File: src/rtl/hallway_scheduler_if.sv
// hallway_scheduler_if
// Bundles the scheduler's handshake and data signals.
//   enable, frame_tick, step : timing/random source -> scheduler
//   drawer_done              : column drawer -> scheduler (1 = idle/finished)
//   drawer_start             : scheduler -> drawer, one-cycle start pulse
//   column, upper_pos,
//   lower_pos                : scheduler -> drawer, held stable for the whole draw
//   busy, frame_count,
//   overrun                  : scheduler status
// The slave modport is the scheduler's view. The master modport is the
// environment's view: it stands in for both the game-level source and the drawer.
interface hallway_scheduler_if;
  logic        enable;
  logic        frame_tick;
  logic [1:0]  step;
  logic        drawer_done;
  logic        drawer_start;
  logic [7:0]  column;
  logic [6:0]  upper_pos;
  logic [6:0]  lower_pos;
  logic        busy;
  logic [15:0] frame_count;
  logic [7:0]  overrun;

  modport slave (
    input  enable, frame_tick, step, drawer_done,
    output drawer_start, column, upper_pos, lower_pos, busy, frame_count, overrun
  );

  modport master (
    output enable, frame_tick, step, drawer_done,
    input  drawer_start, column, upper_pos, lower_pos, busy, frame_count, overrun
  );
endinterface

File: src/rtl/hallway_scheduler.sv
// hallway_scheduler
// Frame-rate controller for the hallway column drawer. On each accepted frame
// tick it moves the hallway walls by one step and selects the next column. It
// then pulses drawer_start and waits for the drawer's done handshake
// (done falls, then rises).
// Ports:
//   clock : system clock, rising edge
//   reset : asynchronous, active-high
//   bus   : hallway_scheduler_if.slave (see interface file for signal roles)
module hallway_scheduler #(
  parameter int SCREEN_W = 160,
  parameter int SCREEN_H = 120,
  parameter int GAP      = 40,
  parameter int TOP_MIN  = 4,
  parameter int TOP_INIT = 40
) (
  input  logic               clock,
  input  logic               reset,
  hallway_scheduler_if.slave bus
);

  localparam logic [6:0] TOP_MIN_V  = 7'(TOP_MIN);
  localparam logic [6:0] TOP_MAX_V  = 7'(SCREEN_H - 1 - TOP_MIN - GAP);
  localparam logic [6:0] TOP_INIT_V = 7'(TOP_INIT);
  localparam logic [6:0] GAP_V      = 7'(GAP);
  localparam logic [7:0] COL_LAST   = 8'(SCREEN_W - 1);

  typedef enum logic [2:0] {
    IDLE      = 3'd0,
    UPDATE    = 3'd1,
    ISSUE     = 3'd2,
    WAIT_LOW  = 3'd3,
    WAIT_DONE = 3'd4
  } state_t;

  state_t      state, state_next;
  logic        pending, pending_next;
  logic        consume;
  logic        tick_ok;
  logic        first_done;
  logic [7:0]  overrun, overrun_next;
  logic [6:0]  upper, lower, upper_step;
  logic [7:0]  column, col_step;
  logic        drawer_start;
  logic        busy;
  logic [15:0] frame_count;

  assign tick_ok = bus.frame_tick & bus.enable;

  // Next-state logic; IDLE only hands off when the drawer is idle.
  always_comb begin
    state_next = state;
    consume    = 1'b0;
    case (state)
      IDLE: begin
        if (pending && bus.drawer_done) begin
          state_next = UPDATE;
          consume    = 1'b1;
        end else begin
          state_next = IDLE;
        end
      end
      UPDATE:   state_next = ISSUE;
      ISSUE:    state_next = WAIT_LOW;
      WAIT_LOW: begin
        if (!bus.drawer_done) state_next = WAIT_DONE;
        else                  state_next = WAIT_LOW;
      end
      WAIT_DONE: begin
        if (bus.drawer_done) state_next = IDLE;
        else                 state_next = WAIT_DONE;
      end
      default:  state_next = IDLE;
    endcase
  end

  // One-deep tick queue. A tick landing in the consume cycle re-arms it; any
  // other tick seen while already pending is dropped and counted.
  always_comb begin
    pending_next = pending;
    overrun_next = overrun;
    if (tick_ok) begin
      pending_next = 1'b1;
      if (pending && !consume && (overrun != 8'hFF)) overrun_next = overrun + 8'd1;
      else                                           overrun_next = overrun;
    end else if (consume) begin
      pending_next = 1'b0;
    end else begin
      pending_next = pending;
    end
  end

  // Wall step with clamping: a step that would leave the range holds the value.
  always_comb begin
    upper_step = upper;
    case (bus.step)
      2'b01: begin
        if (upper > TOP_MIN_V) upper_step = upper - 7'd1;
        else                   upper_step = upper;
      end
      2'b10: begin
        if (upper < TOP_MAX_V) upper_step = upper + 7'd1;
        else                   upper_step = upper;
      end
      default: upper_step = upper;
    endcase
  end

  // Column advance; the very first draw after reset uses column 0 unchanged.
  always_comb begin
    col_step = column;
    if (!first_done)              col_step = column;
    else if (column == COL_LAST)  col_step = 8'd0;
    else                          col_step = column + 8'd1;
  end

  // State, queue and registered outputs. drawer_start/busy are registered from
  // state_next so they line up exactly with the ISSUE / non-IDLE states.
  always_ff @(posedge clock or posedge reset) begin
    if (reset) begin
      state        <= IDLE;
      pending      <= 1'b0;
      overrun      <= 8'd0;
      first_done   <= 1'b0;
      upper        <= TOP_INIT_V;
      lower        <= TOP_INIT_V + GAP_V;
      column       <= 8'd0;
      drawer_start <= 1'b0;
      busy         <= 1'b0;
      frame_count  <= 16'd0;
    end else begin
      state        <= state_next;
      pending      <= pending_next;
      overrun      <= overrun_next;
      drawer_start <= (state_next == ISSUE);
      busy         <= (state_next != IDLE);
      if (state == UPDATE) begin
        upper      <= upper_step;
        lower      <= upper_step + GAP_V;
        column     <= col_step;
        first_done <= 1'b1;
      end
      if ((state == WAIT_DONE) && bus.drawer_done) frame_count <= frame_count + 16'd1;
    end
  end

  assign bus.drawer_start = drawer_start;
  assign bus.column       = column;
  assign bus.upper_pos    = upper;
  assign bus.lower_pos    = lower;
  assign bus.busy         = busy;
  assign bus.frame_count  = frame_count;
  assign bus.overrun      = overrun;

endmodule

File: src/flat_wrapper.sv
// flat-port wrapper written by rule: the top's interface ports become plain ports
module hallway_scheduler_flat 
#(
  parameter int SCREEN_W = 160,
  parameter int SCREEN_H = 120,
  parameter int GAP      = 40,
  parameter int TOP_MIN  = 4,
  parameter int TOP_INIT = 40
)
  (clock, reset, bus_enable, bus_frame_tick, bus_step, bus_drawer_done, bus_drawer_start, bus_column, bus_upper_pos, bus_lower_pos, bus_busy, bus_frame_count, bus_overrun);
  hallway_scheduler_if bus_i ();
  input  logic clock;
  input  logic reset;
  input wire logic [$bits(bus_i.enable)-1:0] bus_enable;
  input wire logic [$bits(bus_i.frame_tick)-1:0] bus_frame_tick;
  input wire logic [$bits(bus_i.step)-1:0] bus_step;
  input wire logic [$bits(bus_i.drawer_done)-1:0] bus_drawer_done;
  output wire logic [$bits(bus_i.drawer_start)-1:0] bus_drawer_start;
  output wire logic [$bits(bus_i.column)-1:0] bus_column;
  output wire logic [$bits(bus_i.upper_pos)-1:0] bus_upper_pos;
  output wire logic [$bits(bus_i.lower_pos)-1:0] bus_lower_pos;
  output wire logic [$bits(bus_i.busy)-1:0] bus_busy;
  output wire logic [$bits(bus_i.frame_count)-1:0] bus_frame_count;
  output wire logic [$bits(bus_i.overrun)-1:0] bus_overrun;
  assign bus_i.enable = bus_enable;
  assign bus_i.frame_tick = bus_frame_tick;
  assign bus_i.step = bus_step;
  assign bus_i.drawer_done = bus_drawer_done;
  assign bus_drawer_start = bus_i.drawer_start;
  assign bus_column = bus_i.column;
  assign bus_upper_pos = bus_i.upper_pos;
  assign bus_lower_pos = bus_i.lower_pos;
  assign bus_busy = bus_i.busy;
  assign bus_frame_count = bus_i.frame_count;
  assign bus_overrun = bus_i.overrun;
  hallway_scheduler #(.SCREEN_W(SCREEN_W), .SCREEN_H(SCREEN_H), .GAP(GAP), .TOP_MIN(TOP_MIN), .TOP_INIT(TOP_INIT)) u_core (.clock(clock), .reset(reset), .bus(bus_i));
endmodule
File: config.mk
export PLATFORM = sky130hd
export DESIGN_NAME = hallway_scheduler_flat
export DESIGN_NICKNAME = d
export VERILOG_FILES = /design/src/rtl/hallway_scheduler_if.sv /design/src/rtl/hallway_scheduler.sv /design/src/flat_wrapper.sv
export SDC_FILE = /design/constraint.sdc
export NUM_CORES = 1
export LEC_CHECK = 0
export ABC_AREA = 1
export CORE_MARGIN = 2
export CORE_UTILIZATION = 35
export CTS_CLUSTER_DIAMETER = 200
export DETAILED_ROUTE_END_ITERATION = 10
export GPL_ROUTABILITY_DRIVEN = 0
export HOLD_SLACK_MARGIN = 0.03
export PLACE_DENSITY = 0.63
export SYNTH_ARGS = -nofsm -noshare
export SYNTH_HDL_FRONTEND = slang
export SYNTH_SLANG_ARGS = --single-unit
export TNS_END_PERCENT = 100
File: constraint.sdc
create_clock -name clock -period 4.76 [get_ports clock]
set_input_delay 0.476 -clock clock [delete_from_list [all_inputs] [get_ports clock]]
set_output_delay 0.476 -clock clock [all_outputs]
set_load 0.05 [all_outputs]
==> metrics.cfg, run 1 <==
[run_status]
status=completed

[power]
p_leak_nw=1.68
power_density_nw_per_um2=609
ir_drop_uv=256
p_total_mw=2.15

[timing]
max-slew-margin-rel=0.564
finalSetupViolCount=0
tightest_slew_ps=653
rsz0062_at_grt=no
hold_viol=0
period_share=0.488
finalClockSkew_ps=7.21
finalSetupTns_ps=0
drv_slew=0
period_needed_ps=2320
max_freq_mhz=431

[floorplanning]
start_util=0.361
io_pins=55
core_area_um2=7690
rows=32
die_area_um2=8650
die_w_um=93.0
die_h_um=93.0

[final_layout]
n_antenna_cell=0
area_growth_pct=27.2
mostFrequentLayoutCells=74 x nand2_1, 54 x clkdlybuf4s50_1, 46 x dfrtp_1, 37 x inv_1, 30 x nor2_1
final_nets=397
filler_cell_count=774
layout_commonest_cell=nand2_1
final_layout_size_suffix_gt1_frac=0.0969
design_area_um2=3530

[global_routing]
grt_pass1_vias=2193
grt_overflow=0
grt_pass1_wl_mm=9.85
antenna_found_initial=0
grtUsageTotal=0.141
grt_max_degree=51

[yosys]
syn_area_um2=2770
synth_flop_cell=dfrtp_1
ys_ff_latch=50
synth_area_leaders=dfrtp_1 41%, nand2_1 10%, inv_1 5.1%
yosysSeqAreaShare=0.453
syn_nets=342
synth-async-reset-ratio=1.00
syn-instance-count=326
synth_top_cell_by_area=dfrtp_1
synth_edf_count=0
yosysUniqueCellTypes=36
synth_warnings=0
syn_avg_cell_area_um2=8.51
synth_top_area_frac=0.415

[clock_network]
h-tree-depth=2
clkTransAtPathRegs_ps=100
clkSinkCount=50
clockBufferDepth=2
cts_made_buffers=5
ctsResizeCount=0
cts_tree=built
clkLatencyLatePin_ps=300
cts.hold.buffers_added=0
post_cts_buffers=0
cts_root_buffer=clkbuf_8

[min_path]
hold_start=u_core.bus.lower_pos[4]
hold_end=u_core.bus.lower_pos[4]
holdCritPathClass=flip-flop to flip-flop
holdPathStages=2

[drt]
drt_iter0_drc=100
dr.pass1.iters=5
ant_nets=0
vias=2254
drc_errors=0
finalWirelength_mm=5.66
viasPerCell=4.66
wl_per_cell_um=11.7

[critical_path]
worst_path_max_delay_cell=clkdlybuf4s50_1
cp-start-kind=flip-flop
crit_cells=1
reg2reg_slack_ps=2550
r2r_cells=13
required_ps=4280
crit_family=buffers and inverters
cp.arrival_ps=1850
crit_buf_inv=1
rr_endpoint=u_core.bus.lower_pos[5]
path_class=flip-flop to primary output
slowest_delay_ps=850
crit_chain=clkdlybuf4s50_1
path_max_fanout=11
end_kind=primary output

[job]
maxCapViolCount=0

[place]
portBuffers=54
hpwlAfterDp_mm=4.23
postPlaceCellArea_um2=3410

-- registers in the layout, summed over array words and instances (netlist names), named ones only --
register                 flops
u_core.bus.busy              1
u_core.pending               1
u_core.first_done            1
u_core.state                 3
u_core.bus.overrun           8
u_core.bus.drawer_start      1
u_core.bus.upper_pos         4
u_core.bus.lower_pos         4
u_core.bus.column            8
u_core.bus.frame_count      16
-- kinds of logic after synthesis --
logic type | synth area share
buffers and inverters | 0.0749
adder cells (fa/ha/maj) | 0.0406
flip-flops | 0.453
AND/OR/NAND/NOR | 0.281
multiplexers | 0.00406
XOR/XNOR | 0.0884
AO/OA/AOI/OAI | 0.0586
-- through the flow --
stage | instances | hold WS (ps) | setup WS (ps) | util
floorplan | 326 | 455 | 2510 | -
global placement | 476 | 459 | 2470 | 0.443
detailed placement | 476 | 468 | 2440 | 0.443
CTS | 484 | 483 | 2430 | 0.459
global route | 484 | 499 | 2290 | 0.459
finish | 484 | 476 | 2440 | 0.459
-- metal layers --
metal | wire [um] | part of all wire | track usage | vias to the layer above
met4 | 85 | 0.015 | 0.0515 | 0
met2 | 2740 | 0.48 | 0.237 | 59
li1 | - | - | - | 1153
met5 | 0 | 0 | 0 | -
met3 | 240 | 0.042 | 0.0314 | 8
met1 | 2600 | 0.46 | 0.179 | 1034
-- worst max-delay path by stage --
stage                                        from                 endpoint  slack [ps]
final                     u_core.bus.upper_pos[3]         bus_upper_pos[3]        2440
after global routing                    flip-flop  u_core.bus.lower_pos[5]        2290
after global placement                bus_step[0]  u_core.bus.lower_pos[5]        2470
after floorplan                         flip-flop  u_core.bus.lower_pos[5]        2510
after CTS                 u_core.bus.upper_pos[3]         bus_upper_pos[3]        2430
after detailed placement              bus_step[0]  u_core.bus.lower_pos[5]        2440
-- Yosys cell counts, types with 2 or more instances --
cell      n
dfstp_2   4
nor3_4    3
o22ai_1   2
ha_1      9
nor2_4    4
nor2_1   30
buf_2     2
a21oi_1   6
nand3_2   2
inv_1    38
inv_2     4
xnor2_1  14
nand4_1   7
buf_4     4
nand2_1  74
dfrtp_1  46
and3_1    2
nand3_1  26
nor3_2    2
nand2_2   2
o21ai_0  16
xor2_1   14
nor3_1    2
-- final cells by class --
cell class                      count  area (um^2)  area share
Tap cell                          102          128      0.0362
Clock inverter                      2         38.8      0.0110
Inverter                           43          164      0.0465
Timing Repair Buffer               55          548       0.155
Multi-Input combinational cell    226         1310       0.371
Sequential cell                    50         1260       0.356
Clock buffer                        6         82.6      0.0234
-- power breakdown --
group          switching (mW)  internal [mW]  leakage [nW]  total, mW
Clock                   0.148          0.173        0.0618      0.321
Sequential              0.151          0.550         0.631      0.701
Combinational           0.763          0.363         0.989       1.13
Total                    1.06           1.09          1.68       2.15
(Power assumes the default switching activity.)
==> run 2, diff against run 1 <==
clock period = 2.3 ns   (was 4.76 ns; I/O delays follow)
==> run 2 against run 1 <==
Against the previous run: clock power increased by 100%; worst hold slack lost 240 ps; largest cell class unchanged; final cell count is 0.41% higher; routed wire length is 0.39% lower; utilization up 0.31 points; clock-buffer cell count shrank 1; largest power group unchanged; critical path depth did not move; highest routed layer unchanged; sequential share of layout area down 0.20 points; clock skew is 0.64 ps higher; final area rose by 0.67%; global-route usage is 0.081 points lower; worst setup slack worse by 2200 ps.
==> metrics.cfg, run 2 (synthesis results as in run 1) <==
[drt]
drc_errors=0
finalWirelength_mm=5.64
dr.pass1.iters=4
vias=2249
wl_per_cell_um=11.6
drt_iter0_drc=65
ant_nets=0
viasPerCell=4.63

[final_layout]
final_nets=399
layout_commonest_cell=nand2_1
design_area_um2=3550
final_layout_size_suffix_gt1_frac=0.104
mostFrequentLayoutCells=74 x nand2_1, 54 x clkdlybuf4s50_1, 45 x dfrtp_1, 37 x inv_1, 30 x nor2_1
area_growth_pct=28.0
regMostFlops=u_core.bus.frame_count
n_antenna_cell=0
instances_no_fill=486
fin_util=0.462
biggestRegsByFlops=u_core.bus.frame_count (16), u_core.bus.column (8), u_core.bus.overrun (8)
largest_reg_flops=16

[power]
ir_drop_uv=412
power_density_nw_per_um2=1250
p_leak_nw=1.69
p_total_mw=4.43

[critical_path]
end_kind=primary output
crit_family=buffers and inverters
crit_buf_inv=1
slowest_delay_ps=860
path_class=flip-flop to primary output
reg2reg_slack_ps=290
endpoint=bus_upper_pos[3]
crit_cells=1
crit_chain=clkdlybuf4s50_1
rr_endpoint=u_core.bus.lower_pos[5]
path_max_fanout=11
cp-start-kind=flip-flop
cp.arrival_ps=1820
worst_path_max_delay_cell=clkdlybuf4s50_1
r2r_cells=13
cp-startpoint=u_core.bus.upper_pos[3]
required_ps=2070

[place]
place_inst=478
dpl_worst_slack_ps=210
hpwlAfterDp_mm=4.22
postPlaceCellArea_um2=3430
portBuffers=54

[run_status]
status=completed

[global_routing]
grt_overflow=0
grtUsageTotal=0.141
antenna_found_initial=0
grt_pass1_wl_mm=9.89
grt_pass1_vias=2145
grt_max_degree=33

[timing]
rsz0062_at_grt=no
finalSetupViolCount=0
hold_viol=0
period_share=0.893
max-slew-margin-rel=0.650
max_freq_mhz=487
layout_setup_ws_ps=245
period_needed_ps=2050
finalClockSkew_ps=7.85
finalSetupTns_ps=0
tightest_slew_ps=523
hold_ws_ps=235
drv_slew=0

[clock_network]
clkTransAtPathRegs_ps=100
h-tree-depth=2
cts_root_buffer=clkbuf_8
clockBufferDepth=2
post_cts_buffers=0
clkSinkCount=50
clkLatencyLatePin_ps=300
cts_tree=built
cts_made_buffers=5
cts.hold.buffers_added=0

[floorplanning]
start_util=0.361
rows=32
die_area_um2=8650
io_pins=55
core_area_um2=7690
die_w_um=93.0
die_h_um=93.0

[min_path]
holdCritPathClass=primary input to asynchronous set/reset pin

[job]
maxCapViolCount=0

-- run 2: cell count changes in the layout (fill, tap and decap cells not counted), sizes merged --
cell and delta:
clkinv +1, buf +2, clkbuf -1
-- run 2: layout make-up --
class	count	area (um^2)
clock buffers	5	68.8
repair buffers	57	576
inverters	43	164
well taps	102	128
clock inverters	3	47.5
fillers	765	4140
multi-input cells	226	1310
flip-flops and latches	50	1260
-- run 2: per-layer routing --
layer,routed length [um],global-route usage
met1,2550,0.183
met5,0,0
met4,44,0.0404
met2,2810,0.238
met3,237,0.0282
-- run 2: what timing repair did --
action | in CTS | in global routing
endpoints found under the setup margin | 0 | 2
gates resized for setup | 0 | 1
hold endpoints to repair | 0 | 0
-- run 2: worst min-delay path by stage --
stage                                  from                   endpoint  slack [ps]  depth (start not counted)
floorplan                   bus_drawer_done  u_core.bus.frame_count[2]         400                          2
global placement    u_core.bus.lower_pos[4]    u_core.bus.lower_pos[4]         460                          2
detailed placement  u_core.bus.lower_pos[4]    u_core.bus.lower_pos[4]         460                          2
CTS                                   reset       u_core.bus.column[7]         240                          2
global route                          reset       u_core.bus.column[5]         260                          2
finish                                reset       u_core.bus.column[5]         240                          2
-- run 2: power breakdown --
| part | switching [mW] | internal, mW | leakage, nW | total (mW) |
|---|---|---|---|---|
| sequential | 0.292 | 1.14 | 0.629 | 1.43 |
| clock | 0.318 | 0.330 | 0.0587 | 0.649 |
| combinational | 1.58 | 0.771 | 1.00 | 2.35 |
==> run 3, diff against run 2 <==
PLACE_DENSITY = default   (was 0.63)
PLACE_DENSITY_LB_ADDON = 0.05   (was default)
SLEW_MARGIN = 25   (was default)
==> run 3 against run 2 <==
Against the previous run: clock skew up 2.4 ps; combinational power about the same; sequential power about the same; sequential share of layout area is 0.063 points higher; register-to-register slack is essentially flat; worst hold slack improved by 41 ps; critical path depth grew 10; final cell count is the same; global-route usage increased by 0.38 points; fmax grew 1.6%; routed wire length is 1.6% higher; largest power group unchanged.
==> metrics.cfg, run 3 (synthesis results as in run 1) <==
[timing]
rsz0062_at_grt=no
drv_slew=0
hold_ws_ps=276
hold_viol=0
max_freq_mhz=494
tightest_slew_ps=524
period_needed_ps=2020
finalSetupViolCount=0
finalClockSkew_ps=10.3
layout_setup_ws_ps=277
finalSetupTns_ps=0
max-slew-margin-rel=0.650
period_share=0.880

[final_layout]
multi_input_area_um2=1310
regMostFlops=u_core.bus.frame_count
mostFrequentLayoutCells=74 x nand2_1, 54 x clkdlybuf4s50_1, 45 x dfrtp_1, 37 x inv_1, 30 x nor2_1
design_area_um2=3540
n_antenna_cell=0
area_growth_pct=27.8
instances_no_fill=486
final_nets=399
biggestRegsByFlops=u_core.bus.frame_count (16), u_core.bus.column (8), u_core.bus.overrun (8)
layout_commonest_cell=nand2_1
final_layout_size_suffix_gt1_frac=0.102
layout.area.seq_um2=1260
largest_reg_flops=16
fin_util=0.461
filler_cell_count=784

[clock_network]
cts.hold.buffers_added=0
post_cts_buffers=0
cts_root_buffer=clkbuf_8
clkLatencyLatePin_ps=300
ctsResizeCount=0
cts_tree=built
clkSinkCount=50
clockBufferDepth=2
clkTransAtPathRegs_ps=100
cts_made_buffers=5
h-tree-depth=2

[global_routing]
grt_pass1_wl_mm=10.1
grtUsageTotal=0.144
grt_max_degree=51
antenna_found_initial=0
grt_overflow=0
grt_pass1_vias=2167

[place]
postPlaceCellArea_um2=3430
place_inst=478
dpl_worst_slack_ps=199
hpwlAfterDp_mm=4.23
portBuffers=54

[floorplanning]
io_pins=55
die_h_um=93.0
rows=32
die_w_um=93.0
die_area_um2=8650
start_util=0.361
core_area_um2=7690

[power]
ir_drop_uv=572
p_leak_nw=1.68
p_total_mw=4.41
power_density_nw_per_um2=1240

[drt]
finalWirelength_mm=5.73
drc_errors=0
wl_per_cell_um=11.8
vias=2209
dr.pass1.iters=4
viasPerCell=4.55
ant_nets=0
drt_iter0_drc=115

[critical_path]
path_max_fanout=8
reg2reg_slack_ps=280
cp-start-kind=flip-flop
end_kind=flip-flop
r2r_start=u_core.bus.upper_pos[3]
rr_endpoint=u_core.bus.lower_pos[5]
required_ps=2540
cp.arrival_ps=2260
r2r_cells=11
path_class=flip-flop to flip-flop

[min_path]
holdCritPathClass=primary input to asynchronous set/reset pin

[run_status]
status=completed

[job]
maxCapViolCount=0

## run 3: changes by cell type in the layout (fill, tap and decap cells not counted), sizes merged
cell      change
clkinvlp      +1
clkbuf        +1
inv           -1
clkinv        -1
## run 3: routing by layer
layer | GRT usage | part of all wire | up-vias
met3 | 0.0306 | 0.032 | 4
met5 | 0 | 0 | -
met4 | 0.0368 | 0.0070 | 0
met1 | 0.201 | 0.49 | 1011
met2 | 0.231 | 0.47 | 46
li1 | - | - | 1148
## run 3: layout make-up
cell class,instances,area share
clock buffers,6,0.0205
clock inverters,2,0.0106
inverters,43,0.0462
multi-input cells,226,0.370
flip-flops and latches,50,0.355
well taps,102,0.0360
repair buffers,57,0.162
## run 3: critical path: stages, from the launching register on
cell and delay, ps:
dfstp_2 630, buf_4 160, nand2_1 60, o21ai_0 170, nand2_1 70, nand2_1 70, nand3_1 100, a21oi_1 240
ha_1 200, xor2_1 150, nand2_1 60, nand2_1 60
## run 3: power breakdown
part | switching, mW | internal (mW) | total, mW
combinational | 1.59 | 0.769 | 2.36
clock | 0.289 | 0.325 | 0.614
sequential | 0.288 | 1.14 | 1.43
total | 2.17 | 2.24 | 4.41
## run 3: worst max path at each step
stage | cells after the start | endpoint | from | slack, ps
2_1_floorplan | 13 | u_core.bus.lower_pos[5] | flip-flop | 50
5_1_grt | 13 | u_core.bus.lower_pos[5] | flip-flop | 30
3_3_place_gp | 10 | u_core.bus.lower_pos[5] | bus_step[0] | 260
6_report | 11 | u_core.bus.lower_pos[5] | u_core.bus.upper_pos[3] | 280
4_1_cts | 13 | u_core.bus.lower_pos[5] | flip-flop | 200
3_5_place_dp | 10 | u_core.bus.lower_pos[5] | bus_step[0] | 200
==> RTL edit (settings of run 1) <==
Make the reset (`reset`) synchronous in one clocked block. Comments in the files are not updated.
--- a/src/rtl/hallway_scheduler.sv
+++ b/src/rtl/hallway_scheduler.sv
@@ -117,5 +117,5 @@
   // State, queue and registered outputs. drawer_start/busy are registered from
   // state_next so they line up exactly with the ISSUE / non-IDLE states.
-  always_ff @(posedge clock or posedge reset) begin
+  always_ff @(posedge clock) begin
     if (reset) begin
       state        <= IDLE;
Function: differs if reset is asserted again (counterexample within 4 cycles, from zero or initial values and one cycle with reset high); with reset held inactive, the same outputs for 10 cycles.
==> RTL edit against run 1 <==
  * Final area decreased by 1.5%
  * Count of clock-buffer cells in the layout is the same
  * Die area shrank 0.87%
  * Clock skew increased by 0.0023 ns
  * Sequential cell count stayed put
  * Routed wire length rose by 9.1%
  * Register-to-register slack better by 0.05 ns
  * Setup slack better by 0.056 ns
  * Area after synthesis decreased by 0.90%
  * Utilization is 0.67 points lower
  * Critical endpoint is now u_core.bus.column[7]
  * Highest routed layer unchanged
Power is not compared: it rests on default switching activity, and its combinational part moved more than twofold at a synthesized area within 25%.
==> RTL edit: results (changes against run 1) <==
synthesis:
  ys_async_sr_fraction: 0  # -1.00
  ys_top_cells_by_area: "dfxtp_1 (36%), nand2_1 (11%), inv_1 (7.8%)"
  synthTopCellsByCount: "nand2_1 (81), inv_1 (57), dfxtp_1 (50), nor2_1 (38), nand3_1 (32)"
  yosysSeqAreaShare: 0.364  # -0.0887
  synthDistinctLibCells: 38  # +5.6%
  synth_fp_nets: 411  # +20%
  ys.flop_type: "dfxtp_1"
  synth_seq_cells: 50  # unchanged
final_layout:
  nNetsFinal: 460  # +16%
  largestRegisters: "u_core.bus.frame_count: 16 flops, u_core.bus.column: 8 flops, u_core.bus.overrun: 8 flops"
  layout-drive-gt1-share: 0.0697  # -0.0272
  nFillCells: 797  # +3.0%
critical_path:
  rr_endpoint: "u_core.bus.lower_pos[4]"
  critPathMaxFanout: 29  # +18
  worstRegToRegCells: 14  # +1
  crit_arrival_ns: 2.54  # +0.69 ns
  reg2reg_setup_slack_ns: 2.60  # +0.05 ns
grt:
  met1_usage: 0.196  # +0.0164
  grt_usage: 0.149  # +0.00716
  grtUsageMet2: 0.237  # about the same
  grt_pass1_vias: 2327  # +6.1%
  grt_start_max_net_pins: 30  # -41%
  gr-total-overflow: 0  # unchanged
  top_usage_layer: "met2"
  grt_antenna_before_repair: 0  # unchanged
  use_met3: 0.0317  # +0.000307
  grt_pass1_wl_mm: 10.5  # +6.5%
sta:
  slew_headroom: 0.420  # -0.144
  finalSetupViolCount: 0  # unchanged
  hold_viol: 0  # unchanged
  clock_skew_ns: 0.00954  # +0.00233 ns
  finalCritPeriodShare: 0.476  # -0.0118
route:
  vias: 2579  # +14%
  first_iter_violations: 99  # -1.0%
  dr.pass1.iters: 4  # -1
  drt-total-wl_mm: 6.18  # +9.1%
power:
  intPower_w: 0.000640
  power.leakage_nw: 1.41
  p_seq_frac: 0.496
placed_design:
  hpwl_mm: 4.54  # +7.3%
  post-place-ws_ns: 2.11  # -0.332 ns
clock_tree:
  clkTransAtPathRegs_ns: 0.10  # about the same
  numCtsBuffers: 5  # unchanged
  htreeDepth: 2  # unchanged
  cts_setup_buffers: 0  # unchanged
min_path:
  whs_path_depth: 2  # unchanged
  worstHoldStart: "u_core.bus.lower_pos[3]"
  hold_end: "u_core.bus.lower_pos[3]"
outcome:
  status: "finished, final reports clean"
[RTL edit: layer usage]
layer	wire [µm]	share of wire
met1	3060	0.50
met2	2790	0.45
met3	227	0.037
met4	98	0.016
met5	0	0
[RTL edit: how the worst max path moves through the flow]
stage                  start                         to  cells after the start
floorplan           register    u_core.bus.lower_pos[5]                     17
global placement       reset       u_core.bus.column[7]                      5
detailed placement     reset       u_core.bus.column[7]                      5
CTS                    reset       u_core.bus.column[7]                      5
global route           reset  u_core.bus.frame_count[1]                      4
finish                 reset       u_core.bus.column[7]                      5
[RTL edit: worst max-delay path, stage by stage]
cell             delay [ns]
clkdlybuf4s50_1        0.77
inv_1                  0.83
o21ai_2                0.17
a21oi_1                0.16
o21a_1                 0.13
[RTL edit: per-stage QoR]
step,cell area (µm²),util,total power [W],hold slack [ns],cells
after global placement,3350,0.436,0.000565,0.471,539
final,3480,0.452,0.000881,0.487,547
after CTS,3480,0.452,0.000891,0.489,547
after global routing,3480,0.452,0.000916,0.509,547
after floorplan,2750,-,0.000532,0.503,395
after detailed placement,3350,0.436,0.000566,0.474,539
[RTL edit: kinds of logic after synthesis]
group                      after synthesis  share of synthesized area
AOI/OAI and AO/OA                       72                      0.151
xor gates and xnor gates                 5                     0.0159
adders and majority gates                9                     0.0410
buffers and inverters                   73                      0.106
DFF                                     50                      0.364
and+or+nand+nor                        186                      0.322
[RTL edit: area by class of cell]
type | instances | area (µm²) | share of cell area
clock inverters | 2 | 38.8 | 0.0112
well taps | 102 | 128 | 0.0367
repair buffers | 54 | 541 | 0.156
flip-flops and latches | 50 | 1000 | 0.288
clock buffers | 6 | 82.6 | 0.0238
inverters | 61 | 229 | 0.0659
multi-input cells | 272 | 1460 | 0.419
